`config.mk`:
```
export PLATFORM = sky130hd
export DESIGN_NAME = fetch_stage
export DESIGN_NICKNAME = d
export VERILOG_FILES = /design/src/rtl/fetch_pkg.sv /design/src/rtl/fetch_queue.sv /design/src/rtl/fetch_stage.sv
export SDC_FILE = /design/constraint.sdc
export NUM_CORES = 1
export LEC_CHECK = 0
export CAP_MARGIN = 5
export CORE_MARGIN = 1
export CORE_UTILIZATION = 44
export DETAILED_ROUTE_END_ITERATION = 8
export PLACE_DENSITY = 0.76
export REMOVE_ABC_BUFFERS = 1
export SYNTH_ARGS = -nofsm -noshare
export SYNTH_HDL_FRONTEND = slang
export SYNTH_SLANG_ARGS = --single-unit
```
`constraint.sdc`:
```
create_clock -name clk -period 7.18 [get_ports clk]
set_clock_uncertainty 0.2 [all_clocks]
set_input_delay 1.436 -clock clk [delete_from_list [all_inputs] [get_ports clk]]
set_output_delay 1.436 -clock clk [all_outputs]
set_load 0.03 [all_outputs]
```
`src/rtl/fetch_pkg.sv`:
```
`default_nettype none
// ============================================================================
// Module   : fetch_pkg
// Brief    : Shared width, NOP encoding and fetch-queue entry type.
// Revision : 1.0 - initial release
// ============================================================================
package fetch_pkg;

    localparam int          c_XLEN      = 32;
    localparam logic [31:0] c_INSTR_NOP = 32'h0000_0013;

    typedef struct packed {
        logic [c_XLEN-1:0] pc;
        logic [c_XLEN-1:0] instr;
    } fetch_entry_t;

endpackage
`default_nettype wire

```
`src/rtl/fetch_queue.sv`:
```
`default_nettype none
// ============================================================================
// Module   : fetch_queue
// Brief    : In-order synchronous FIFO of fetched {pc, instr} with flush.
// Revision : 1.0 - initial release
// ============================================================================
module fetch_queue
    import fetch_pkg::*;
#(
    parameter int DEPTH = 2
) (
    input  logic                   clk,
    input  logic                   rst,
    input  logic                   i_push,
    input  fetch_entry_t           i_push_data,
    input  logic                   i_pop,
    input  logic                   i_flush,
    output logic [$clog2(DEPTH):0] o_count,
    output fetch_entry_t           o_head,
    output logic                   o_full,
    output logic                   o_empty
);

    localparam int c_PW = $clog2(DEPTH);

    fetch_entry_t          r_mem [DEPTH];
    logic [c_PW-1:0]       r_wr_ptr;
    logic [c_PW-1:0]       r_rd_ptr;
    logic [c_PW:0]         r_count;

    assign o_count = r_count;
    assign o_head  = r_mem[r_rd_ptr];
    assign o_full  = (r_count == (c_PW+1)'(DEPTH));
    assign o_empty = (r_count == '0);

    // Storage is cleared on reset so the head shows {0, NOP} out of reset.
    always_ff @(posedge clk) begin
        if (rst) begin
            r_wr_ptr <= '0;
            r_rd_ptr <= '0;
            r_count  <= '0;
            for (int i = 0; i < DEPTH; i++) begin
                r_mem[i].pc    <= '0;
                r_mem[i].instr <= c_INSTR_NOP;
            end
        end else if (i_flush) begin
            r_wr_ptr <= '0;
            r_rd_ptr <= '0;
            r_count  <= '0;
        end else begin
            if (i_push) begin
                r_mem[r_wr_ptr] <= i_push_data;
                r_wr_ptr        <= r_wr_ptr + c_PW'(1);
            end
            if (i_pop) begin
                r_rd_ptr <= r_rd_ptr + c_PW'(1);
            end
            if (i_push && !i_pop) begin
                r_count <= r_count + (c_PW+1)'(1);
            end else if (!i_push && i_pop) begin
                r_count <= r_count - (c_PW+1)'(1);
            end
        end
    end

endmodule
`default_nettype wire

```
`src/rtl/fetch_stage.sv`:
```
`default_nettype none
// ============================================================================
// Module   : fetch_stage
// Brief    : PC owner, credit-limited imem requester and wrong-path discard.
//            Optional FETCH_PERF_EN adds redirect/stall/fetch counters.
// Revision : 1.0 - initial release
// ============================================================================
module fetch_stage
    import fetch_pkg::*;
#(
    parameter logic [31:0] RESET_PC = 32'h0000_0000,
    parameter int          FQ_DEPTH = 2
) (
    input  logic        clk,
    input  logic        rst,
    input  logic        pc_pause,
    input  logic        redirect,
    input  logic [31:0] redirect_pc,
    output logic        imem_req,
    output logic [31:0] imem_addr,
    input  logic        imem_gnt,
    input  logic        imem_rvalid,
    input  logic [31:0] imem_rdata,
    output logic        id_valid,
    output logic [31:0] id_pc,
    output logic [31:0] id_instr
`ifdef FETCH_PERF_EN
    ,
    output logic [31:0] perf_redirects,
    output logic [31:0] perf_stall_cycles,
    output logic [31:0] perf_fetched
`endif
);

    localparam int c_CW = $clog2(FQ_DEPTH) + 1;

    logic [31:0]     r_fetch_pc;
    logic [31:0]     r_resp_pc;
    logic [c_CW-1:0] r_in_flight;
    logic [c_CW-1:0] r_discard;
    logic [c_CW-1:0] w_count;
    logic [c_CW-1:0] w_in_flight_nxt;
    logic [c_CW-1:0] w_discard_nxt;
    logic [31:0]     w_target;
    logic            w_credit;
    logic            w_handshake;
    logic            w_drop;
    logic            w_push;
    logic            w_pop;
    logic            w_q_full;
    logic            w_q_empty;
    fetch_entry_t    w_head;
    fetch_entry_t    w_push_data;

    assign w_target    = redirect_pc & ~32'h3;
    assign w_credit    = ({1'b0, w_count} + {1'b0, r_in_flight}) < (c_CW+1)'(FQ_DEPTH);
    assign imem_req    = !rst && !redirect && w_credit;
    assign imem_addr   = r_fetch_pc;
    assign w_handshake = imem_req && imem_gnt;
    // A response in a redirect cycle belongs to the old path even if discard is 0.
    assign w_drop      = imem_rvalid && (redirect || (r_discard != '0));
    assign w_push      = imem_rvalid && !w_drop && !rst;
    assign id_valid    = !w_q_empty;
    assign w_pop       = id_valid && !pc_pause && !redirect;
    assign id_pc       = w_head.pc;
    assign id_instr    = w_head.instr;

    always_comb begin
        w_push_data.pc    = r_resp_pc;
        w_push_data.instr = imem_rdata;
    end

    always_comb begin
        w_in_flight_nxt = r_in_flight;
        if (w_handshake) begin
            w_in_flight_nxt = w_in_flight_nxt + c_CW'(1);
        end
        if (imem_rvalid && (r_in_flight != '0)) begin
            w_in_flight_nxt = w_in_flight_nxt - c_CW'(1);
        end
        w_discard_nxt = r_discard;
        if (imem_rvalid && (r_discard != '0)) begin
            w_discard_nxt = r_discard - c_CW'(1);
        end
    end

    // Everything still outstanding after a redirect was fetched down the old path.
    always_ff @(posedge clk) begin
        if (rst) begin
            r_fetch_pc  <= RESET_PC;
            r_resp_pc   <= RESET_PC;
            r_in_flight <= '0;
            r_discard   <= '0;
        end else begin
            r_in_flight <= w_in_flight_nxt;
            if (redirect) begin
                r_fetch_pc <= w_target;
                r_resp_pc  <= w_target;
                r_discard  <= w_in_flight_nxt;
            end else begin
                r_discard <= w_discard_nxt;
                if (w_handshake) begin
                    r_fetch_pc <= r_fetch_pc + 32'd4;
                end
                if (w_push) begin
                    r_resp_pc <= r_resp_pc + 32'd4;
                end
            end
        end
    end

    fetch_queue #(
        .DEPTH (FQ_DEPTH)
    ) u_fetch_queue (
        .clk         (clk),
        .rst         (rst),
        .i_push      (w_push),
        .i_push_data (w_push_data),
        .i_pop       (w_pop),
        .i_flush     (redirect),
        .o_count     (w_count),
        .o_head      (w_head),
        .o_full      (w_q_full),
        .o_empty     (w_q_empty)
    );

    a_no_overflow: assert property (@(posedge clk) disable iff (rst)
        !(w_push && w_q_full && !w_pop));

`ifdef FETCH_PERF_EN
    logic [31:0] r_perf_redirects;
    logic [31:0] r_perf_stall_cycles;
    logic [31:0] r_perf_fetched;

    always_ff @(posedge clk) begin
        if (rst) begin
            r_perf_redirects    <= '0;
            r_perf_stall_cycles <= '0;
            r_perf_fetched      <= '0;
        end else begin
            if (redirect) begin
                r_perf_redirects <= r_perf_redirects + 32'd1;
            end
            if (pc_pause && id_valid) begin
                r_perf_stall_cycles <= r_perf_stall_cycles + 32'd1;
            end
            if (w_pop) begin
                r_perf_fetched <= r_perf_fetched + 32'd1;
            end
        end
    end

    assign perf_redirects    = r_perf_redirects;
    assign perf_stall_cycles = r_perf_stall_cycles;
    assign perf_fetched      = r_perf_fetched;
`endif

endmodule
`default_nettype wire

```
==> qor.yml <==
die_w_um: 149
grt_usage_pct: 21.7
multi_input_area_um2: 4050
overflow: 0
period_needed_ns: 4.85
antenna_found_initial: 0
slew_headroom_pct: 29.3
setup.worst_path.class: "input port to primary output"
yosys_most_used_dff: "edfxtp_1"
coreArea_um2: 21100
arrival_ns: 3.21
cap_viol_max_count: 0
place_area_um2: 11300
timing.fmax_mhz: 206
finalPower_mw: 2.76
min_path_cells: 2
ys_async_sr_fraction_pct: 0
hold_violations: 0
min-delay-start: "u_fetch_queue.r_rd_ptr"
post-cts-setup-buffers: 0
h-tree-depth: 4
synth_area_leader_cell: "edfxtp_1"
worstSetupStartpointType: "input port"
grt_pass1_wl_um: 37300
vias: 7401
synth_area_leaders: "edfxtp_1, dfxtp_1, mux2_2"
crit_chain: "clkdlybuf4s50_1 -> or2_2 -> nor3_1 -> clkdlybuf4s50_1"
drtAntennaViolNets: 0
routabilityCongestion: 0.875
fillCellCount: 1783
placed_cells: 1237
grt_max_degree: 71
slowest_delay_ns: 0.71
maxSlewViolCount: 0
portBuffers: 161
layout.nets: 1057
fin_cells: 1269
diodes: 0
die-area_um2: 22200
tns_ns: 0
cts_tree: "yes"
cts_resized: 0
postSynthCellCount: 848
setup_viol: 0
syn_avg_cell_area_um2: 11.2
fin_area_um2: 11900
viasPerCell: 5.83
clock_sinks: 193
r2r_cells: 9
regToRegStartpoint: "r_discard[0]"
cts.clk_slew.worst_paths_ns: 0.07
area_delta_synth_final_pct: 25.1
synth_edf_count: 124
hold_buffers: 0
critPathMostFrequentCell: "clkdlybuf4s50_1"
rrSetupSlack_ns: 4.16
ys_ff_latch: 193
power.density_nw_per_um2: 233
yosysTopAreaCellShare_pct: 39.2
worst_pin_slew_ns: 1.06
drt_iter0_markers: 499
clock_latency_ns: 0.43
cpMaxStageDelayCell: "clkdlybuf4s50_1"
start_util_pct: 45.0
die_h_um: 149
worstPathRequired_ns: 5.54
synth_cell_type_count: 69
rsz0062_at_grt: "no"
wl_per_cell_um: 18.5
fin_crit_sh_pct: 67.5
cp_max_fo: 11
ys_warn_count: 0
whs_ns: 0.327
dr.pass1.iters: 5
io_pins: 168
dpl.hpwl_um: 15200
ys_seq_area_share_pct: 53.8
ir_drop_mv: 0.168
numCtsBuffers: 17
min_path_type: "flop to flop"
drc: 0
cts_max_path_buffers: 2
wl_um: 23400
post-route-util_pct: 56.3
end_kind: "primary output"
fin_ws_ns: 2.33
syn_area_um2: 9500
seq_area_um2: 5110
cts-root-buf: "clkbuf_16"
drive_gt1_share_pct: 12.1
num_rows: 53
status: "completed"
first_global_vias: 7002
pre_cts_slack_ns: 2.37
r2r_end: "r_resp_pc[22]"
leakagePower_nw: 4.24
-- cell usage after synthesis (all sizes together), types with 16 or more instances --
| cell | instances |
|---|---|
| edfxtp | 124 |
| buf | 18 |
| and3 | 42 |
| and2 | 59 |
| mux2 | 62 |
| nor2 | 32 |
| nand3 | 31 |
| nor3 | 20 |
| nand2 | 39 |
| inv | 16 |
| dfxtp | 69 |
| nand4 | 25 |
| clkbuf | 44 |
| nor2b | 33 |
-- worst max-delay path by stage --
stage / cells after the start / start / endpoint / slack [ns]
2_1_floorplan: 2 / redirect / u_fetch_queue.r_mem[0][0] / -0.08
3_3_place_gp: 4 / rst / imem_req / 2.34
3_5_place_dp: 4 / rst / imem_req / 2.37
4_1_cts: 4 / rst / imem_req / 2.34
5_1_grt: 4 / rst / imem_req / 2.26
6_report: 4 / rst / imem_req / 2.33
-- power by group --
group	internal [mW]	leakage [nW]	switching, mW	total (mW)
logic	0.196	2.11	0.267	0.463
clock network	0.569	0.295	0.414	0.982
registers	1.26	1.84	0.0598	1.32
total	2.02	4.24	0.741	2.76
-- per-layer routing --
metal | up-vias | track usage, % | part of all wire, %
met2 | 357 | 33.5 | 45
met3 | 39 | 4.37 | 8.6
met5 | - | 0 | 0
met4 | 0 | 8.47 | 2.2
met1 | 3532 | 29.9 | 44
li1 | 3473 | - | -
-- critical path, delay by kind of cell --
kind                   cells  cell delay (ns)
buffers and inverters      2             1.12
and+or+nand+nor            2             0.65
-- registers in the layout, summed over array words and instances (netlist names), named ones only --
register                cells
imem_addr                  30
r_discard                   2
r_in_flight                 2
r_resp_pc                  30
u_fetch_queue.o_count       2
u_fetch_queue.r_mem       124
u_fetch_queue.r_rd_ptr      1
u_fetch_queue.r_wr_ptr      1
-- logic make-up (layout without fill, tap and decap cells) --
family	count (synthesis)	count (layout)	share of synthesized area, %
other cells	1	4	0.0395
mux	62	62	7.35
compound gates	129	129	9.99
xor+xnor	23	23	2.12
simple gates	355	355	22.0
fa+ha+maj	6	6	0.870
flops	193	193	53.8
buf+inv	79	222	3.85
-- layout make-up --
type	instances	area share, %
inverter	16	0.506
clock buffer	20	3.84
tap	275	2.90
sequential	193	43.0
multi-input combinational	579	34.1
timing repair buffer	174	14.4
clock inverter	12	1.31
-- cells in the final DEF, fill, tap and decap left out, types with 8 or more instances in the layout --
cell type / synthesis / layout
a211oi_1: 12 / 12
a21boi_0: 12 / 12
a21oi_1: 11 / 11
a31oi_1: 15 / 15
and2_1: 58 / 58
and3_1: 40 / 40
and4_1: 14 / 14
buf_4: 6 / 13
clkbuf_16: 0 / 17
clkdlybuf4s50_1: 0 / 161
dfxtp_1: 69 / 67
edfxtp_1: 124 / 124
inv_1: 16 / 15
mux2_2: 62 / 62
nand2_1: 38 / 38
nand3_1: 31 / 31
nand4_1: 24 / 24
nor2_1: 32 / 32
nor2b_1: 33 / 33
nor3_1: 20 / 20
nor4_1: 14 / 14
o21a_1: 11 / 11
o21ai_0: 13 / 12
o31a_1: 8 / 8
or3_1: 11 / 11
or4_1: 14 / 14
xnor2_1: 13 / 13
xor2_1: 10 / 10
Power figures use the tool's default switching activity.
